[src/rtl/mem_port_arbiter.sv]
// Shares one fixed-latency memory port between the fetch (I) and data (D)
// requesters, with alternating priority when both ask in the same cycle.
module mem_port_arbiter #(
   parameter int ADDR_W      = 32,
   parameter int DATA_W      = 32,
   parameter int MEM_LATENCY = 5
) (
   input  logic              clock,
   input  logic              reset,
   input  logic              i_req,
   input  logic [ADDR_W-1:0] i_addr,
   output logic              i_ack,
   output logic [DATA_W-1:0] i_rdata,
   input  logic              d_req,
   input  logic              d_we,
   input  logic [ADDR_W-1:0] d_addr,
   input  logic [DATA_W-1:0] d_wdata,
   output logic              d_ack,
   output logic [DATA_W-1:0] d_rdata,
   output logic              mem_req,
   output logic              mem_we,
   output logic [ADDR_W-1:0] mem_addr,
   output logic [DATA_W-1:0] mem_wdata,
   input  logic [DATA_W-1:0] mem_rdata
);

   localparam int CW = $clog2(MEM_LATENCY) + 1;

   typedef enum logic [1:0] {
      IDLE,
      BUSY,
      DONE
   } state_t;

   state_t          state;
   state_t          state_nxt;
   logic [CW-1:0]   count;
   logic            owner;
   logic            last_grant;
   logic            any_req;
   logic            grant_d;

   // owner / last_grant encoding: 1 = D, 0 = I
   assign any_req = i_req | d_req;
   assign grant_d = d_req & (~i_req | ~last_grant);

   always_comb begin
      state_nxt = state;
      unique case (state)
         IDLE:    if (any_req) state_nxt = BUSY;
         BUSY:    if (count == '0) state_nxt = DONE;
         DONE:    state_nxt = IDLE;
         default: state_nxt = IDLE;
      endcase
   end

   assign mem_req = (state == BUSY);
   assign i_ack   = (state == DONE) & ~owner;
   assign d_ack   = (state == DONE) & owner;

   always_ff @(posedge clock or posedge reset) begin
      if (reset) begin
         state      <= IDLE;
         count      <= '0;
         owner      <= 1'b0;
         last_grant <= 1'b0;
         mem_we     <= 1'b0;
         mem_addr   <= '0;
         mem_wdata  <= '0;
         i_rdata    <= '0;
         d_rdata    <= '0;
      end else begin
         state <= state_nxt;
         if (state == IDLE && any_req) begin
            owner      <= grant_d;
            last_grant <= grant_d;
            count      <= CW'(MEM_LATENCY - 1);
            mem_we     <= grant_d & d_we;
            mem_addr   <= grant_d ? d_addr : i_addr;
            mem_wdata  <= grant_d ? d_wdata : '0;
         end else if (state == BUSY) begin
            if (count != '0) begin
               count <= count - CW'(1);
            end else if (!mem_we) begin
               if (owner) d_rdata <= mem_rdata;
               else       i_rdata <= mem_rdata;
            end
         end
      end
   end

endmodule

[config.mk]
export PLATFORM = sky130hd
export DESIGN_NAME = mem_port_arbiter
export DESIGN_NICKNAME = d
export VERILOG_FILES = /design/src/rtl/mem_port_arbiter.sv
export SDC_FILE = /design/constraint.sdc
export NUM_CORES = 1
export LEC_CHECK = 0
export ABC_AREA = 1
export CORE_MARGIN = 10
export CORE_UTILIZATION = 25
export DETAILED_ROUTE_END_ITERATION = 10
export PLACE_DENSITY = 0.54
export SYNTH_ARGS = -nofsm -noshare
export SYNTH_HDL_FRONTEND = slang
export SYNTH_SLANG_ARGS = --single-unit
[constraint.sdc]
create_clock -name clock -period 10.95 [get_ports clock]
set_input_delay 2.19 -clock clock [delete_from_list [all_inputs] [get_ports clock]]
set_output_delay 2.19 -clock clock [all_outputs]
set_load 0.005 [all_outputs]
==> reports/summary.txt <==
Row Count = 56
Initial Util = 25.3%
Die W = 174 um
Htree depth = 4
Vias in the first global route = 5631
Initial antenna violation count = 1
Switch Pwr = 0.903 mW
Final worst slack = 6.47 ns
Via density per instance = 4.38
RSZ-0062 raised after global routing = false
Critical Path AT = 4.75 ns
CP endpoint kind = register
Leakage = 4.29 nW
Vias = 5502
Core area = 23500 sq um
Die Y = 174 um
Clk root buf = clkbuf_16
Final Hold Fails = 0
Port Buffers = 264
Met1 Usage GRT = 18.4%
CP max FO = 74
DRT antenna net count = 0
Syn Inst Count = 682
Power per standard cell area = 274 nW/um^2
Clock-pin transition on the worst setup and hold timing paths = 0.06 ns
Met3 GRT Util = 6.37%
Synth Register Bits = 136
Sw frac = 35.4%
Top-level I/O count = 265
Routability cong. = 0.793
Pre-CTS setup slack = 5.98 ns
HP Class = reg -> reg
Layout net count = 1056
Ratio of cells with drive above 1 in the final layout = 5.24%
Max-slew headroom = 36.9%
Setup Buffers After CTS = 0
Clock skew = 0.0129 ns
Clock power share = 22.6%
GRT Max-Usage Layer = met2
Longest Clk Path Bufs = 2
Seq/Total Area, Yosys = 57.2%
Flop pwr share = 34.5%
Drt wl/cell = 17.2 um
Clock Sinks = 136
Setup total negative slack = 0 ns
Fin crit share = 40.9%
Initial DRC Count = 459
Maximum VDD drop = 0.105 mV
Most frequent cells in the layout = nand2_1 (301), clkdlybuf4s50_1 (264), dfrtp_1 (136)
Syn Area/Cell = 8.72 sq um
Dpl hpwl = 14900 um
Grt ovf = 0
TritonCTS Buffers = 17
Tot GR Track Use = 14.0%
Drt pass-1 iters = 4
Final Setup Violations = 0
Worst setup SP type = input port
Most common cell after layout, fill and taps aside = nand2_1
CP Class = in -> reg
CTS resizes = 0
Slew @ Worst Pin = 0.946 ns
Area Overhead vs Synth = 56.9%
Tot Pwr = 2.55 mW
Post-CTS Hold Buffers = 0
Fillers = 2374
Max-slew violations = 0
Status = complete, no violations
Synthesized area = 5950 sq um
CTS tree = done
Fmax = 223 MHz
Required time worst endpoint = 11.22 ns
Maxcap violations = 0
Drt drc = 0
Post-Route WL = 21600 um
Clock period minus worst slack = 4.48 ns
Worst-Skew Late Latency = 0.42 ns
Combinational power share = 42.9%
Largest net degree at the start of global routing = 75
Die area = 30400 sq um
Post-synthesis cell type count = 21
Ys Warns = 0
Internal = 1.65 mW
First-pass GRT wire length = 33900 um
Net count after synthesis = 816
Met2 usage in global routing = 20.0%
## cells in the mapped netlist (all sizes together)
| cell | n | area, sq um |
|---|---|---|
| nand2 | 302 | 1140 |
| dfrtp | 136 | 3400 |
| nand4 | 67 | 419 |
| inv | 43 | 161 |
| buf | 39 | 274 |
| o21ai | 37 | 189 |
| o211ai | 33 | 248 |
| clkbuf | 12 | 45.0 |
| nor2 | 5 | 23.8 |
| nand3 | 4 | 20.0 |
| nor3 | 2 | 10.0 |
| a21oi | 1 | 5.00 |
| ha | 1 | 12.5 |
## sequential cells by signal, indices dropped and copies added (netlist names)
name,flops
mem_addr,32
last_grant,1
d_rdata,32
state,2
i_rdata,32
mem_wdata,32
mem_we,1
count,4
## logic make-up (layout without fill, tap and decap cells)
logic type / count (synthesis) / in the layout / synth area share, %
adder cells (fa/ha/maj): 1 / 1 / 0.210
AO/OA/AOI/OAI: 71 / 71 / 7.43
buffers and inverters: 94 / 347 / 8.08
AND/OR/NAND/NOR: 380 / 380 / 27.1
flip-flops: 136 / 136 / 57.2
other: 0 / 1 / 0
## metal layers
layer | share of wire (%) | vias to the layer above
li1 | - | 2721
met1 | 46 | 2536
met2 | 42 | 224
met3 | 10 | 19
met4 | 1.5 | 2
met5 | 0.093 | -
## stage by stage
| step | area (sq um) | std cells | utilization [%] | hold slack, ns |
|---|---|---|---|---|
| 2_1_floorplan | 5950 | 682 | - | 0.465 |
| 3_3_place_gp | 8750 | 1222 | 37.3 | 0.453 |
| 4_1_cts | 9330 | 1254 | 39.7 | 0.474 |
| 5_1_grt | 9330 | 1254 | 39.7 | 0.490 |
| 6_report | 9330 | 1255 | 39.7 | 0.467 |
| 3_5_place_dp | 8750 | 1222 | 37.3 | 0.457 |
## final timing paths
| path | slack (ns) | endpoint | from | cells after the start |
|---|---|---|---|---|
| setup / recovery | 6.47 | mem_we$_DFFE_PP0N_ | i_req | 6 |
| hold / removal | 0.47 | d_rdata[29]$_DFFE_PP0P_ | d_rdata[29]$_DFFE_PP0P_ | 2 |
| setup reg to reg | 8.50 | mem_we$_DFFE_PP0N_ | state[0]$_DFFE_PP0P_ | 6 |
| hold reg to reg | 0.47 | d_rdata[29]$_DFFE_PP0P_ | d_rdata[29]$_DFFE_PP0P_ | 2 |
| max in group asynchronous | 7.27 | mem_addr[23]$_DFFE_PP0N_ | reset | 3 |
| min in group asynchronous | 2.24 | d_rdata[1]$_DFFE_PP0P_ | reset | 2 |
## power by group through the flow
stage,logic [mW],registers (mW),clock network (mW)
global route,1.23,0.915,0.618
floorplan,0.448,0.892,0
CTS,1.13,0.883,0.598
global placement,1.12,0.880,0
finish,1.10,0.880,0.576
detailed placement,1.12,0.884,0
## critical path: stages
cell and delay, ns:
clkdlybuf4s50_1 0.47, o21ai_4 0.59, buf_4 0.70, inv_2 0.47, nand3_1 0.17, o21ai_0 0.09
## final cells by class
type / count / area (sq um) / area share, %
inverters: 43 / 166 / 1.78
multi-input cells: 452 / 2080 / 22.2
flip-flops and latches: 136 / 3400 / 36.5
repair buffers: 272 / 2700 / 29.0
clock inverters: 13 / 148 / 1.58
diodes: 1 / 2.50 / 0.0268
well taps: 319 / 399 / 4.28
clock buffers: 19 / 433 / 4.64
Power figures use the tool's default switching activity.
